==> src/rtl/pipelined_adder.sv <==
// pipelined_adder
//    Pipelined add/subtract unit. A WIDTH-bit operation is split into STAGES
//    ripple chunks of CHUNK = WIDTH/STAGES bits; each chunk is registered and
//    its carry feeds the next stage. A global advance enable implements the
//    valid/ready handshake and stall.
//
// Ports
//    i_clk    clock, rising edge
//    i_rst    asynchronous active-high reset
//    i_valid  input operands valid
//    o_ready  unit accepts an operation this cycle
//    i_a/i_b  operands (WIDTH bits)
//    i_sub    0 = A+B, 1 = A-B
//    o_valid  result valid
//    i_ready  downstream accepts the result
//    o_sum    result modulo 2^WIDTH
//    o_co     carry out of MSB (subtract: 1 = no borrow)
//    o_ovf    signed two's-complement overflow
//    o_zero   o_sum == 0
module pipelined_adder #(
   parameter int WIDTH  = 32,
   parameter int STAGES = 4
) (
   input  logic             i_clk,
   input  logic             i_rst,
   input  logic             i_valid,
   output logic             o_ready,
   input  logic [WIDTH-1:0] i_a,
   input  logic [WIDTH-1:0] i_b,
   input  logic             i_sub,
   output logic             o_valid,
   input  logic             i_ready,
   output logic [WIDTH-1:0] o_sum,
   output logic             o_co,
   output logic             o_ovf,
   output logic             o_zero
);

   localparam int CHUNK = WIDTH / STAGES;

   if (WIDTH < 2 || STAGES < 1 || (WIDTH % STAGES) != 0) begin : g_param_check
      $error("pipelined_adder: WIDTH must be >= 2 and divisible by STAGES");
   end

   logic             valid_q [STAGES];
   logic             valid_d [STAGES];
   logic [WIDTH-1:0] a_q     [STAGES];
   logic [WIDTH-1:0] a_d     [STAGES];
   logic [WIDTH-1:0] b_q     [STAGES];
   logic [WIDTH-1:0] b_d     [STAGES];
   logic [WIDTH-1:0] sum_q   [STAGES];
   logic [WIDTH-1:0] sum_d   [STAGES];
   logic             carry_q [STAGES];
   logic             carry_d [STAGES];
   logic             ovf_q, ovf_d;
   logic             zero_q, zero_d;

   // Per-stage inputs: stage 0 sees the ports, stage k sees stage k-1's registers.
   logic             v_in    [STAGES];
   logic [WIDTH-1:0] a_in    [STAGES];
   logic [WIDTH-1:0] b_in    [STAGES];
   logic [WIDTH-1:0] s_in    [STAGES];
   logic             c_in    [STAGES];

   logic             adv;
   logic             stage_c;
   logic             c_msb;
   logic [WIDTH-1:0] stage_s;

   assign adv     = !o_valid || i_ready;
   assign o_ready = adv;

   assign o_valid = valid_q[STAGES-1];
   assign o_sum   = sum_q[STAGES-1];
   assign o_co    = carry_q[STAGES-1];
   assign o_ovf   = ovf_q;
   assign o_zero  = zero_q;

   // Subtract is A + ~B + 1: B is conditioned once at entry and carried along
   // already inverted, so later stages never need to know the operation.
   always_comb begin
      v_in[0] = i_valid;
      a_in[0] = i_a;
      b_in[0] = i_sub ? ~i_b : i_b;
      s_in[0] = '0;
      c_in[0] = i_sub;
      for (int k = 1; k < STAGES; k++) begin
         v_in[k] = valid_q[k-1];
         a_in[k] = a_q[k-1];
         b_in[k] = b_q[k-1];
         s_in[k] = sum_q[k-1];
         c_in[k] = carry_q[k-1];
      end
   end

   always_comb begin
      stage_c = 1'b0;
      stage_s = '0;
      c_msb   = 1'b0;
      for (int k = 0; k < STAGES; k++) begin
         valid_d[k] = valid_q[k];
         a_d[k]     = a_q[k];
         b_d[k]     = b_q[k];
         sum_d[k]   = sum_q[k];
         carry_d[k] = carry_q[k];
         stage_c    = c_in[k];
         stage_s    = s_in[k];
         for (int j = 0; j < CHUNK; j++) begin
            // The carry into the MSB is needed for the overflow flag.
            if (k * CHUNK + j == WIDTH - 1) begin
               c_msb = stage_c;
            end
            stage_s[k*CHUNK+j] = a_in[k][k*CHUNK+j] ^ b_in[k][k*CHUNK+j] ^ stage_c;
            stage_c = (a_in[k][k*CHUNK+j] & b_in[k][k*CHUNK+j]) |
                      (stage_c & (a_in[k][k*CHUNK+j] ^ b_in[k][k*CHUNK+j]));
         end
         if (adv) begin
            valid_d[k] = v_in[k];
            a_d[k]     = a_in[k];
            b_d[k]     = b_in[k];
            sum_d[k]   = stage_s;
            carry_d[k] = stage_c;
         end
      end
      ovf_d  = adv ? (c_msb ^ carry_d[STAGES-1]) : ovf_q;
      zero_d = adv ? ~|sum_d[STAGES-1] : zero_q;
   end

   always_ff @(posedge i_clk or posedge i_rst) begin
      if (i_rst) begin
         for (int k = 0; k < STAGES; k++) begin
            valid_q[k] <= 1'b0;
            a_q[k]     <= '0;
            b_q[k]     <= '0;
            sum_q[k]   <= '0;
            carry_q[k] <= 1'b0;
         end
         ovf_q  <= 1'b0;
         zero_q <= 1'b0;
      end else begin
         for (int k = 0; k < STAGES; k++) begin
            valid_q[k] <= valid_d[k];
            a_q[k]     <= a_d[k];
            b_q[k]     <= b_d[k];
            sum_q[k]   <= sum_d[k];
            carry_q[k] <= carry_d[k];
         end
         ovf_q  <= ovf_d;
         zero_q <= zero_d;
      end
   end

endmodule

==> config.mk <==
export PLATFORM = sky130hd
export DESIGN_NAME = pipelined_adder
export DESIGN_NICKNAME = d
export VERILOG_FILES = /design/src/rtl/pipelined_adder.sv
export SDC_FILE = /design/constraint.sdc
export NUM_CORES = 1
export LEC_CHECK = 0
export BUFFER_PORTS_ARGS = -buffer_cell sky130_fd_sc_hd__buf_2
export CORE_MARGIN = 5
export CORE_UTILIZATION = 62
export CTS_BUF_LIST = sky130_fd_sc_hd__clkbuf_16
export DETAILED_ROUTE_END_ITERATION = 6
export GPL_TIMING_DRIVEN = 0
export PLACE_DENSITY = 0.84
export SYNTH_ARGS = -nofsm -noshare
export SYNTH_HDL_FRONTEND = slang
export SYNTH_SLANG_ARGS = --single-unit
export TNS_END_PERCENT = 1
==> constraint.sdc <==
create_clock -name i_clk -period 10.8 [get_ports i_clk]
set_clock_uncertainty 0.05 [all_clocks]
set_input_delay 2.16 -clock i_clk [delete_from_list [all_inputs] [get_ports i_clk]]
set_output_delay 2.16 -clock i_clk [all_outputs]
set_load 0.1 [all_outputs]
# ---- Yosys cells after proc, flatten, opt, wreduce, memory -nomap -nowiden
# Index checks and enable logic that the tools add are counted.
dict set report word_totals {
  register_bits 282
  out_inout_bits 37
}
dict set report op_classes {
  muxes 3
  n_bitwise 162
  n_reduce_logical 4
}
# op n
set op_table {}
lappend op_table {{bitwise XOR 1 bit} 65}
lappend op_table {{bitwise AND 1 bit} 64}
lappend op_table {{2-to-1 mux 32 bit} 2}
lappend op_table {{NOT 32 bit} 1}
lappend op_table {{OR 1 bit} 32}
lappend op_table {{OR reduction 32 bit} 1}
lappend op_table {{logical NOT 1 bit} 2}
lappend op_table {{logical OR 1 bit} 1}
lappend op_table {{2-to-1 mux 1 bit} 1}

# ---- Logic depth before layout (Yosys ltp)
dict set report logic_depth {
  word_depth 19
  depth_mapped 14
  ltp_nobuf 14
}

# ---- Worst setup path after synthesis
# OpenSTA, ideal clock, no wires.
dict set report synth_path {
  path_kind {in2reg}
  from {input i_sub}
  to {register sum_q, in the netlist s_in[71]}
  setup_time_ns 0.116
  arrival_time_ns 5.643
  required_time_ns 10.634
  slack_ns 4.990
  cell_stages 13
  cell_sequence {buf_2 buf_4 mux2i_1 fa_1 fa_1 fa_1 fa_1 fa_1 fa_1 inv_1 fa_1 nand2_1 nand2_1}
}
dict set report synth_via {
  elab_chain_len 17
}
# element line_no
set synth_lines {}
lappend synth_lines {{from (decl)} 30} ;# input logic i_sub,
lappend synth_lines {{2-to-1 mux 32 bit} 84} ;# b_in[0] = i_sub ? ~i_b : i_b;
lappend synth_lines {{bitwise XOR 1 bit} 115} ;# (stage_c & (a_in[k][k*CHUNK+j] ^ b_in[k][k*CHUNK+j]));
lappend synth_lines {{bitwise AND 1 bit} 115}
lappend synth_lines {{OR 1 bit} 114} ;# stage_c = (a_in[k][k*CHUNK+j] & b_in[k][k*CHUNK+j]) |
lappend synth_lines {{bitwise AND 1 bit} 115}
lappend synth_lines {{OR 1 bit} 114}
lappend synth_lines {{bitwise AND 1 bit} 115}
lappend synth_lines {{OR 1 bit} 114}
lappend synth_lines {{bitwise AND 1 bit} 115}
lappend synth_lines {{OR 1 bit} 114}
lappend synth_lines {{bitwise AND 1 bit} 115}
lappend synth_lines {{OR 1 bit} 114}
lappend synth_lines {{bitwise AND 1 bit} 115}
lappend synth_lines {{OR 1 bit} 114}
lappend synth_lines {{bitwise AND 1 bit} 115}
lappend synth_lines {{OR 1 bit} 114}
lappend synth_lines {{bitwise XOR 1 bit (*)} 113} ;# stage_s[k*CHUNK+j] = a_in[k][k*CHUNK+j] ^ b_in[k][k*CHUNK+j] ^ stage_c;
lappend synth_lines {{to (signal, indexed assignment)} 145} ;# sum_q[k] <= sum_d[k];
lappend synth_lines {{to (decl)} 51} ;# logic [WIDTH-1:0] sum_q [STAGES];
# Mark *: on every way between the ends. The rest lies on a longest branch, timed or not.
# A chain may end at the register's enable or synchronous reset.

# ---- Worst setup path after layout
dict set report layout_path {
  from {input i_ready}
  to {output o_ready}
}
dict set report layout_via {
  elab_chain_len 1
}
# element line_no
set layout_lines {}
lappend layout_lines {{from (decl)} 32} ;# input logic i_ready,
lappend layout_lines {{logical OR 1 bit} 70} ;# assign adv = !o_valid || i_ready;
lappend layout_lines {{to (decl)} 27} ;# output logic o_ready,
# No other way between the ends.

==> impl_metrics.toml <==
[placement]
pre_cts_ws_ns = 4.79
place.gp.congestion = 0.838
dp.cells = 1121
portBuffers = 104
dp_hpwl_um = 12600

[critical_path]
cpMostUsedCell = "buf_6"
start_kind = "input pin"
cp_slowest_cell = "buf_2"
worstPathCellList = "buf_2 -> nor2b_4 -> buf_6 -> inv_4 -> buf_6 -> buf_6 -> buf_2"
worstPathRequired_ns = 8.59
critPathMaxStageDelay_ns = 0.46
path_max_fanout = 10
arrival_ns = 3.37
crit_path_end_kind = "output port"
critPathKind = "input pin to output port"

[yosys]
synth_area_um2 = 8190
ys_seq_area_frac = 0.568
synth_top_area_cell = "dfrtp_1"
yosys.area.top_type_share = 0.568
ys.warnings.count = 0
synthCells = 840
ys_types = 24
avgSynthCellArea_um2 = 9.75
ys_ff_latch = 186
synth_fp_nets = 940
synthTopCellsByArea = "dfrtp_1 57%, nand2_1 20%, fa_1 7.6%"

[floorplanning]
initial_core_util = 0.626
core_um2 = 13100
die-height_um = 125
rows = 42
die-area_um2 = 15600
die_w_um = 125
io_pins = 106

[layout]
multi_input_area_um2 = 3060
finalNonFillerCells = 1153
antenna_cells = 0
drive_above_1_share = 0.205
fillers = 939
fin_nets = 1064
register_area_um2 = 4650
syn2layout_area_growth_pct = 16.4

[power_and_ir_drop]
peakVddDrop_mv = 0.156
leakage_nw = 4.96
cellPowerDensity_nw_per_um2 = 345

[timing]
fin_tns_setup_ns = 0
setup_ws_ns = 5.22
period_share = 0.517
final_max_slew_viol_count = 0
tightest_slew_ns = 0.649
hold_violations = 0
slew_headroom = 0.567
fmax_mhz = 179
hold_ws_ns = 0.408
period_needed_ns = 5.58
finalSetupViolations = 0
rsz0062_at_grt = "false"

[clock_tree]
numCtsBuffers = 17
ctsHoldBuffers = 0
cts_sinks = 186
insertion_delay_ns = 0.43
htreeDepth = 4
cts_buffer_depth = 2
cts_root_buf = "clkbuf_16"
cts_tree = "yes"
cts_resized = 0
clk_pin_slew_ns = 0.06
cts_setup_buffers = 0

[routing]
drtPass1Iterations = 7
vias_per_cell = 5.09
num_vias = 5873
drtAntennaViolNets = 0
route.top_layer_used = "met4"
dr.first_iter.drc_count = 459
wl_met2_um = 8310
drc = 0
wire_per_inst_um = 15.1
wl_met3_um = 1150
wl_met1_um = 7490
finalWirelength_um = 17400

[min_path]
hp-class = "flip-flop to flip-flop"

[global_routing]
first_global_vias = 5920
grt_max_degree = 136
globalRoute.totalOverflow = 0
grt_antenna_before_repair = 0
grt_util_all_layers = 0.237
grt_pass1_wl_um = 29400

[run_status]
status = "finished clean"

[job]
cap_violations = 0
==> flip-flops by register name, indices dropped and copies added (netlist names) <==
register  flops
a_in         48
b_in         48
c_in          3
o_co          1
o_ovf         1
o_sum        32
o_valid       1
o_zero        1
s_in         48
v_in          3
==> synth_stat cells <==
library cell	count
nand2b_1	1
buf_4	20
o21ai_1	6
clkbuf_1	8
a21oi_2	16
nand2_1	433
nor2_1	1
xor2_1	4
inv_4	1
buf_2	2
nor4_1	6
inv_1	29
nor2b_4	1
nand4_1	2
xnor2_1	29
buf_6	13
nor4b_1	2
o31ai_1	1
o21ai_0	30
mux2i_1	1
buf_8	2
dfrtp_1	186
nor2_2	15
fa_1	31
==> cells by family after synthesis <==
| family | after synthesis | share of synthesized area |
|---|---|---|
| XOR/XNOR | 33 | 0.0353 |
| adder cells (fa/ha/maj) | 31 | 0.0757 |
| buffers and inverters | 75 | 0.0588 |
| AND/OR/NAND/NOR | 461 | 0.221 |
| multiplexers | 1 | 0.00122 |
| AO/OA/AOI/OAI | 53 | 0.0400 |
| flip-flops | 186 | 0.568 |
==> worst max-delay path: cells and delay by family <==
family                 cells  cell delay, ns
buffers and inverters      6            1.15
AND/OR/NAND/NOR            1            0.04
==> worst paths after layout <==
kind | start | end | slack, ns | depth (start not counted)
max | i_ready | o_ready | 5.22 | 7
min in group asynchronous | i_rst | o_valid | 1.67 | 2
min | o_sum[10] | o_sum[10] | 0.41 | 2
max in group asynchronous | i_rst | a_in[81] | 8.07 | 3
max reg2reg | a_in[24] | o_zero | 6.51 | 14
min reg2reg | o_sum[10] | o_sum[10] | 0.41 | 2
==> layer usage <==
metal	vias up	GRT usage
met5	-	0
met4	0	0.0759
met3	32	0.0631
met2	192	0.369
met1	2837	0.331
li1	2812	-
==> layout make-up <==
class	instances	area share
Tap cell	176	0.0231
Sequential cell	186	0.488
Timing Repair Buffer	105	0.0575
Inverter	30	0.0129
Clock inverter	15	0.0150
Multi-Input combinational cell	579	0.321
Clock buffer	17	0.0446
Buffer	45	0.0384
==> power by group <==
group          internal [W]  switching [W]
Sequential          0.00101       0.000212
Combinational      0.000420        0.00105
Clock              0.000355       0.000243
==> cells in the final DEF (no fill, tap or decap), drive strengths merged, types with 4 or more instances in the layout <==
| cell | synthesis | final |
|---|---|---|
| inv | 30 | 34 |
| o21ai | 36 | 36 |
| fa | 31 | 31 |
| clkinv | 0 | 7 |
| xor2 | 4 | 4 |
| clkbuf | 8 | 25 |
| a21oi | 16 | 16 |
| nor4 | 6 | 6 |
| nor2 | 16 | 16 |
| xnor2 | 29 | 29 |
| buf | 37 | 142 |
| nand2 | 433 | 433 |
| dfrtp | 186 | 186 |
==> through the flow <==
step	total power, W	cell area, µm²	util
global placement	0.00264	8930	0.683
detailed placement	0.00269	8970	0.686
floorplan	0.00233	8190	-
finish	0.00329	9540	0.729
global route	0.00351	9540	0.729
CTS	0.00330	9540	0.729
(Power assumes the default switching activity.)
